===== src/rtl/fir_mac_pkg.sv =====
// Shared types and helpers for the time-multiplexed FIR MAC engine.
// Used by fir_mac_engine and fir_delay_line; sat_trunc serves the FIR_MAC_ROUND_SAT_EN build.
package fir_mac_pkg;

    typedef enum logic [1:0] {
        IDLE = 2'd0,
        MAC  = 2'd1,
        OUT  = 2'd2
    } state_t;

    // Wrap helpers work for any tap count, not only powers of two.
    function automatic int unsigned ptr_wrap_inc(input int unsigned ptr, input int unsigned n);
        return (ptr >= n - 1) ? 0 : ptr + 1;
    endfunction

    function automatic int unsigned ptr_wrap_dec(input int unsigned ptr, input int unsigned n);
        return (ptr == 0) ? n - 1 : ptr - 1;
    endfunction

    // Clamp a sign-extended accumulator value to the signed out_w-bit range.
    function automatic logic signed [63:0] sat_trunc(input logic signed [63:0] val,
                                                     input int unsigned     out_w);
        logic signed [63:0] hi;
        logic signed [63:0] lo;
        hi = (64'sd1 <<< (out_w - 1)) - 64'sd1;
        lo = -(64'sd1 <<< (out_w - 1));
        if (val > hi) begin
            return hi;
        end else if (val < lo) begin
            return lo;
        end
        return val;
    endfunction

endpackage


===== src/rtl/fir_delay_line.sv =====
// Circular sample buffer: one write at the write pointer, one combinational read port,
// and a flush that zeroes every entry and rewinds the pointer.
module fir_delay_line
    import fir_mac_pkg::*;
#(
    parameter int N_TAPS     = 16,
    parameter int IN_WIDTH   = 8,
    parameter int ADDR_WIDTH = $clog2(N_TAPS)
) (
    input  logic                         clk,
    input  logic                         rst_n,
    input  logic                         i_clr,
    input  logic                         i_wr_en,
    input  logic signed [IN_WIDTH-1:0]   i_wr_data,
    input  logic                         i_adv,
    input  logic        [ADDR_WIDTH-1:0] i_rd_addr,
    output logic signed [IN_WIDTH-1:0]   o_rd_data,
    output logic        [ADDR_WIDTH-1:0] o_wr_ptr
);

    logic signed [IN_WIDTH-1:0]   r_buf [N_TAPS];
    logic        [ADDR_WIDTH-1:0] r_wr_ptr;

    always_ff @(posedge clk or negedge rst_n) begin
        if (!rst_n) begin
            for (int i = 0; i < N_TAPS; i++) begin
                r_buf[i] <= '0;
            end
            r_wr_ptr <= '0;
        end else if (i_clr) begin
            for (int i = 0; i < N_TAPS; i++) begin
                r_buf[i] <= '0;
            end
            r_wr_ptr <= '0;
        end else begin
            if (i_wr_en) begin
                r_buf[r_wr_ptr] <= i_wr_data;
            end
            // The pointer only moves once the output of this sample has been taken.
            if (i_adv) begin
                r_wr_ptr <= ADDR_WIDTH'(ptr_wrap_inc(32'(r_wr_ptr), N_TAPS));
            end
        end
    end

    assign o_rd_data = r_buf[i_rd_addr];
    assign o_wr_ptr  = r_wr_ptr;

endmodule


===== src/rtl/fir_mac_engine.sv =====
// Time-multiplexed FIR engine: one multiply-accumulate per clock over N_TAPS taps.
// Define FIR_MAC_ROUND_SAT_EN for round-half-up plus saturation with a sticky sat_flag.
module fir_mac_engine
    import fir_mac_pkg::*;
#(
    parameter int N_TAPS     = 16,
    parameter int IN_WIDTH   = 8,
    parameter int COEF_WIDTH = 8,
    parameter int ADDR_WIDTH = $clog2(N_TAPS),
    parameter int ACC_WIDTH  = IN_WIDTH + COEF_WIDTH + ADDR_WIDTH,
    parameter int OUT_SHIFT  = 7,
    parameter int OUT_WIDTH  = 8
) (
    input  logic                         clk,
    input  logic                         rst_n,
    input  logic                         coef_wr_en,
    input  logic        [ADDR_WIDTH-1:0] coef_addr,
    input  logic signed [COEF_WIDTH-1:0] coef_in,
    input  logic                         buf_clr,
    input  logic                         in_valid,
    output logic                         in_ready,
    input  logic signed [IN_WIDTH-1:0]   x_in,
    output logic                         out_valid,
    input  logic                         out_ready,
    output logic signed [OUT_WIDTH-1:0]  y_out,
    output logic                         busy,
    output logic                         sat_flag
);

    localparam int                    PROD_WIDTH = IN_WIDTH + COEF_WIDTH;
    localparam logic [ADDR_WIDTH-1:0] LAST_K     = ADDR_WIDTH'(N_TAPS - 1);

    state_t                       r_state;
    state_t                       w_state_next;
    logic        [ADDR_WIDTH-1:0] r_k;
    logic        [ADDR_WIDTH-1:0] r_rd_ptr;
    logic        [ADDR_WIDTH-1:0] w_wr_ptr;
    logic signed [ACC_WIDTH-1:0]  r_acc;
    logic signed [ACC_WIDTH-1:0]  w_prod_ext;
    logic signed [ACC_WIDTH-1:0]  w_acc_next;
    logic signed [COEF_WIDTH-1:0] r_coef [N_TAPS];
    logic signed [IN_WIDTH-1:0]   w_rd_data;
    logic signed [PROD_WIDTH-1:0] w_prod;
    logic signed [OUT_WIDTH-1:0]  r_y;
    logic signed [OUT_WIDTH-1:0]  w_y_next;
    logic                         w_accept;
    logic                         w_last_tap;
    logic                         w_coef_wr;
    logic                         w_clr;
    logic                         w_out_fire;

    // Handshakes: a transfer happens on a rising edge where valid and ready are both high;
    // out_valid/y_out hold until taken, and in_ready never depends on in_valid.
    always_ff @(posedge clk or negedge rst_n) begin
        if (!rst_n) begin
            r_state <= IDLE;
        end else begin
            r_state <= w_state_next;
        end
    end

    always_comb begin
        w_state_next = r_state;
        in_ready     = 1'b0;
        out_valid    = 1'b0;
        busy         = 1'b0;
        case (r_state)
            IDLE: begin
                in_ready = rst_n && !coef_wr_en && !buf_clr;
                if (in_valid && in_ready) begin
                    w_state_next = MAC;
                end
            end
            MAC: begin
                busy = 1'b1;
                if (r_k == LAST_K) begin
                    w_state_next = OUT;
                end
            end
            OUT: begin
                busy      = 1'b1;
                out_valid = 1'b1;
                if (out_ready) begin
                    w_state_next = IDLE;
                end
            end
            default: w_state_next = IDLE;
        endcase
    end

    assign w_accept   = in_valid && in_ready;
    assign w_last_tap = (r_state == MAC) && (r_k == LAST_K);
    assign w_coef_wr  = (r_state == IDLE) && coef_wr_en && (32'(coef_addr) < N_TAPS);
    assign w_clr      = (r_state == IDLE) && buf_clr;
    assign w_out_fire = out_valid && out_ready;

    fir_delay_line #(
        .N_TAPS     (N_TAPS),
        .IN_WIDTH   (IN_WIDTH),
        .ADDR_WIDTH (ADDR_WIDTH)
    ) u_delay_line (
        .clk       (clk),
        .rst_n     (rst_n),
        .i_clr     (w_clr),
        .i_wr_en   (w_accept),
        .i_wr_data (x_in),
        .i_adv     (w_out_fire),
        .i_rd_addr (r_rd_ptr),
        .o_rd_data (w_rd_data),
        .o_wr_ptr  (w_wr_ptr)
    );

    assign w_prod     = PROD_WIDTH'(r_coef[r_k]) * PROD_WIDTH'(w_rd_data);
    assign w_prod_ext = ACC_WIDTH'(w_prod);
    assign w_acc_next = r_acc + w_prod_ext;

`ifdef FIR_MAC_ROUND_SAT_EN
    localparam int RND_POS = (OUT_SHIFT > 0) ? OUT_SHIFT - 1 : 0;
    localparam logic signed [ACC_WIDTH:0] ROUND_ADD =
        (OUT_SHIFT > 0) ? ((ACC_WIDTH + 1)'(1) << RND_POS) : '0;

    logic signed [ACC_WIDTH:0] w_rnd_shifted;
    logic                      w_clip;
    logic                      r_sat;

    // One guard bit keeps the rounding add from wrapping at the accumulator extremes.
    assign w_rnd_shifted = ($signed({w_acc_next[ACC_WIDTH-1], w_acc_next}) + ROUND_ADD) >>> OUT_SHIFT;
    assign w_y_next      = OUT_WIDTH'(sat_trunc(64'(w_rnd_shifted), OUT_WIDTH));
    assign w_clip        = sat_trunc(64'(w_rnd_shifted), OUT_WIDTH) != 64'(w_rnd_shifted);

    always_ff @(posedge clk or negedge rst_n) begin
        if (!rst_n) begin
            r_sat <= 1'b0;
        end else if (w_last_tap && w_clip) begin
            r_sat <= 1'b1;
        end
    end

    assign sat_flag = r_sat;
`else
    assign w_y_next = OUT_WIDTH'(w_acc_next >>> OUT_SHIFT);
    assign sat_flag = 1'b0;
`endif

    always_ff @(posedge clk or negedge rst_n) begin
        if (!rst_n) begin
            for (int i = 0; i < N_TAPS; i++) begin
                r_coef[i] <= '0;
            end
            r_k      <= '0;
            r_rd_ptr <= '0;
            r_acc    <= '0;
            r_y      <= '0;
        end else begin
            if (w_coef_wr) begin
                r_coef[coef_addr] <= coef_in;
            end
            if (w_accept) begin
                r_rd_ptr <= w_wr_ptr;
                r_k      <= '0;
                r_acc    <= '0;
            end
            // Tap k pairs h[k] with the sample k steps older than the newest one.
            if (r_state == MAC) begin
                r_acc    <= w_acc_next;
                r_rd_ptr <= ADDR_WIDTH'(ptr_wrap_dec(32'(r_rd_ptr), N_TAPS));
                r_k      <= r_k + ADDR_WIDTH'(1);
            end
            if (w_last_tap) begin
                r_y <= w_y_next;
            end
        end
    end

    assign y_out = r_y;

endmodule


===== config.mk =====
export PLATFORM = sky130hd
export DESIGN_NAME = fir_mac_engine
export DESIGN_NICKNAME = d
export VERILOG_FILES = /design/src/rtl/fir_mac_pkg.sv /design/src/rtl/fir_delay_line.sv /design/src/rtl/fir_mac_engine.sv
export SDC_FILE = /design/constraint.sdc
export NUM_CORES = 1
export LEC_CHECK = 0
export ABC_AREA = 1
export BUFFER_PORTS_ARGS = -buffer_cell sky130_fd_sc_hd__buf_2
export CAP_MARGIN = 30
export CORE_MARGIN = 2
export CORE_UTILIZATION = 68
export DETAILED_ROUTE_END_ITERATION = 7
export PLACE_DENSITY = 0.92
export SYNTH_ARGS = -nofsm -noshare
export SYNTH_HDL_FRONTEND = slang
export SYNTH_SLANG_ARGS = --single-unit

===== constraint.sdc =====
create_clock -name clk -period 15.8 [get_ports clk]
set_input_delay 1.58 -clock clk [delete_from_list [all_inputs] [get_ports clk]]
set_output_delay 1.58 -clock clk [all_outputs]
set_load 0.1 [all_outputs]

==> flow_metrics.py <==
metrics = {
    "outcome": {
        "outcome": "complete, but fails checks",
        "violations": "DRC",
    },
    "clocking": {
        "cts_repair_resize_count": 0,
        "cts_tree": "done",
        "clock_path_buffers": 3,
        "clkLatencyLatePin_ps": 570,
        "htree_levels": 1,
        "cts_root_buf": "clkbuf_16",
        "cts_made_buffers": 31,
        "clk_pin_slew_ps": 60,
        "cts_setup_buffers": 0,
        "cts_hold_buf": 0,
        "cts_num_sinks": 293,
    },
    "global_routing": {
        "grt_max_degree": 86,
        "grt.overflow.total": 0,
        "grt_pass1_wl_um": 72000,
        "grt.total_usage_pct": 34.7,
        "antenna_found_initial": 0,
        "grt_pass1_vias": 14400,
    },
    "routing": {
        "drt_wl_total_um": 43800,
        "first_iter_violations": 2130,
        "viasPerCell": 6.37,
        "ant_nets": 0,
        "vias": 14300,
        "post_drt_wl_per_cell_um": 19.5,
        "drc_errors": 5,
        "first_pass_iters": 8,
    },
    "min_path": {
        "hp-class": "register to register",
    },
    "placement": {
        "hpwl_um": 27900,
        "gp_congestion": 0.927,
        "portBuffers": 36,
    },
    "final_layout": {
        "antenna_cells": 0,
        "nets": 2038,
        "area_growth_pct": 7.65,
        "drive_gt1_share_pct": 9.14,
    },
    "sta": {
        "tightest_slew_ps": 879,
        "period_minus_slack_ps": 7100,
        "rsz0062_at_grt": "false",
        "fin_skew_ps": 10.4,
        "hold_violations": 0,
        "slew_violations": 0,
        "tns_ps": 0,
        "relSlewSlack_pct": 41.4,
        "setup_violations": 0,
        "post-route-period-util_pct": 44.9,
        "max_freq_ghz": 0.141,
    },
    "worst_setup_path": {
        "critPathRequiredTime_ps": 16260,
        "critPathBufInv": 5,
        "crit_path_end": "r_acc[13]",
        "cp.arrival_ps": 7560,
        "cp_top_family": "adder cells",
        "regToRegSetupSlack_ps": 8700,
        "criticalPathCategory": "register to register",
        "crit_cells": 28,
        "reg2reg_depth": 28,
        "max_stage_delay_ps": 700,
        "crit_fanout": 49,
        "cp-start-kind": "register",
        "end_kind": "register",
        "slowest_stage": "inv_2",
        "r2r-start": "r_k[0]",
        "crit_start": "r_k[0]",
        "path_common_cell": "nand2_1",
        "rr_endpoint": "r_acc[13]",
    },
    "synthesis": {
        "synth.most_common_cell": "nand2_1",
        "synth_cell_types": 45,
        "yosys.area.top_type_share_pct": 44.4,
        "synthCells": 1921,
        "synth_area_sq_um": 16500,
        "syn_avg_cell_area_sq_um": 8.60,
        "yosysTopAreaCell": "dfrtp_1",
        "synth_edf_count": 0,
        "synthTopCellsByCount": "nand2_1 (432), dfrtp_1 (293), o21ai_0 (249), inv_1 (244), nand3_1 (103)",
        "ys_warn_count": 0,
        "synth_ff_type": "dfrtp_1",
        "synth.ff_latch_count": 293,
        "synth_area_leaders": "dfrtp_1 (44%), nand2_1 (9.8%), fa_1 (8.0%)",
        "async_flop_share_pct": 100,
        "ys_seq_area_share_pct": 44.4,
        "synth_nets": 2058,
    },
    "die": {
        "dieArea_sq_um": 25500,
        "fp.dieW_um": 160,
        "start_util_pct": 68.5,
        "core_sq_um": 24100,
        "num_rows": 57,
        "die_y_um": 160,
        "num_io_pins": 38,
    },
    "job": {
        "cap_violations": 0,
    },
}
==> area by class of cell <==
cell class	instances	area [sq um]
inverters	263	987
well taps	324	405
clock inverters	12	151
repair buffers	46	298
clock buffers	45	918
multi-input cells	1266	7680
fillers	1632	6330
flip-flops and latches	293	7330
==> worst reg2reg max path: cells and delay by family (launching register included) <==
kind                     cells  cell delay [ps]
AO/OA/AOI/OAI                4              820
adder cells (fa/ha/maj)      6             2960
buffers and inverters        5             1170
flip-flops                   1              360
AND/OR/NAND/NOR             13             1690
==> stage by stage <==
stage                     utilization (%)  cell area (sq um)  setup slack, ps  cells  hold WS [ps]
after CTS                            73.7              17800             8900   2248           485
final                                73.7              17800             8700   2249           481
after floorplan                         -              16500            10410   1921           446
after global placement               69.1              16700             9170   2190           461
after detailed placement             69.2              16700             8950   2191           466
after global routing                 73.7              17800             8380   2249           504
==> per-layer routing <==
layer	up-vias	GRT usage, %	routed length, um
li1	6273	-	-
met1	6880	44.5	16000
met2	939	57.6	21100
met3	239	6.83	4380
met4	0	16.4	2280
met5	-	0	0
==> cells in the final DEF (no fill, tap or decap), types with 5 or more instances in the layout <==
cell	synthesis	layout
nor2_1	49	49
a21oi_1	82	82
nand2_2	17	18
inv_2	18	18
nand3_2	21	21
xor2_1	9	9
nand4_4	5	5
o21ai_1	18	18
clkbuf_8	0	9
nor3_1	9	9
buf_2	30	35
o21ai_0	249	249
fa_1	66	66
buf_4	10	8
o221ai_1	22	22
nand3_1	103	103
xnor2_1	7	7
dfrtp_1	293	292
clkbuf_1	46	5
nand2_1	432	431
clkbuf_16	0	31
nand4_1	6	6
ha_1	45	45
inv_1	244	244
o22ai_1	98	98
==> kinds of logic after synthesis <==
| family | after synthesis | share of synthesized area (%) |
|---|---|---|
| DFF | 293 | 44.4 |
| other | 1 | 0.0227 |
| and+or+nand+nor | 652 | 17.9 |
| adders and majority gates | 111 | 11.4 |
| AOI/OAI and AO/OA | 486 | 16.3 |
| buffers and inverters | 362 | 9.09 |
| xor gates and xnor gates | 16 | 0.849 |
==> flip-flops by register name, summed over array words and instances, names as in the netlist <==
| name | cells |
|---|---|
| r_rd_ptr | 4 |
| r_state | 2 |
| r_acc | 15 |
| y_out | 8 |
| u_delay_line.r_buf | 128 |
| r_k | 4 |
| u_delay_line.o_wr_ptr | 4 |
| r_coef | 128 |
==> how the worst min path moves through the flow <==
stage / start / end / slack (ps) / cells after the start
floorplan: u_delay_line.r_buf[94] / u_delay_line.r_buf[94] / 450 / 2
CTS: r_coef[13] / r_coef[13] / 490 / 2
finish: r_coef[13] / r_coef[13] / 480 / 2
detailed placement: y_out[6] / y_out[6] / 470 / 2
global placement: u_delay_line.r_buf[90] / u_delay_line.r_buf[90] / 460 / 2
global route: r_coef[9] / r_coef[9] / 500 / 2
Power is left out: the tool's default activity adds up to more than one toggle a clock period on the data nets, which glitch-free logic cannot reach.
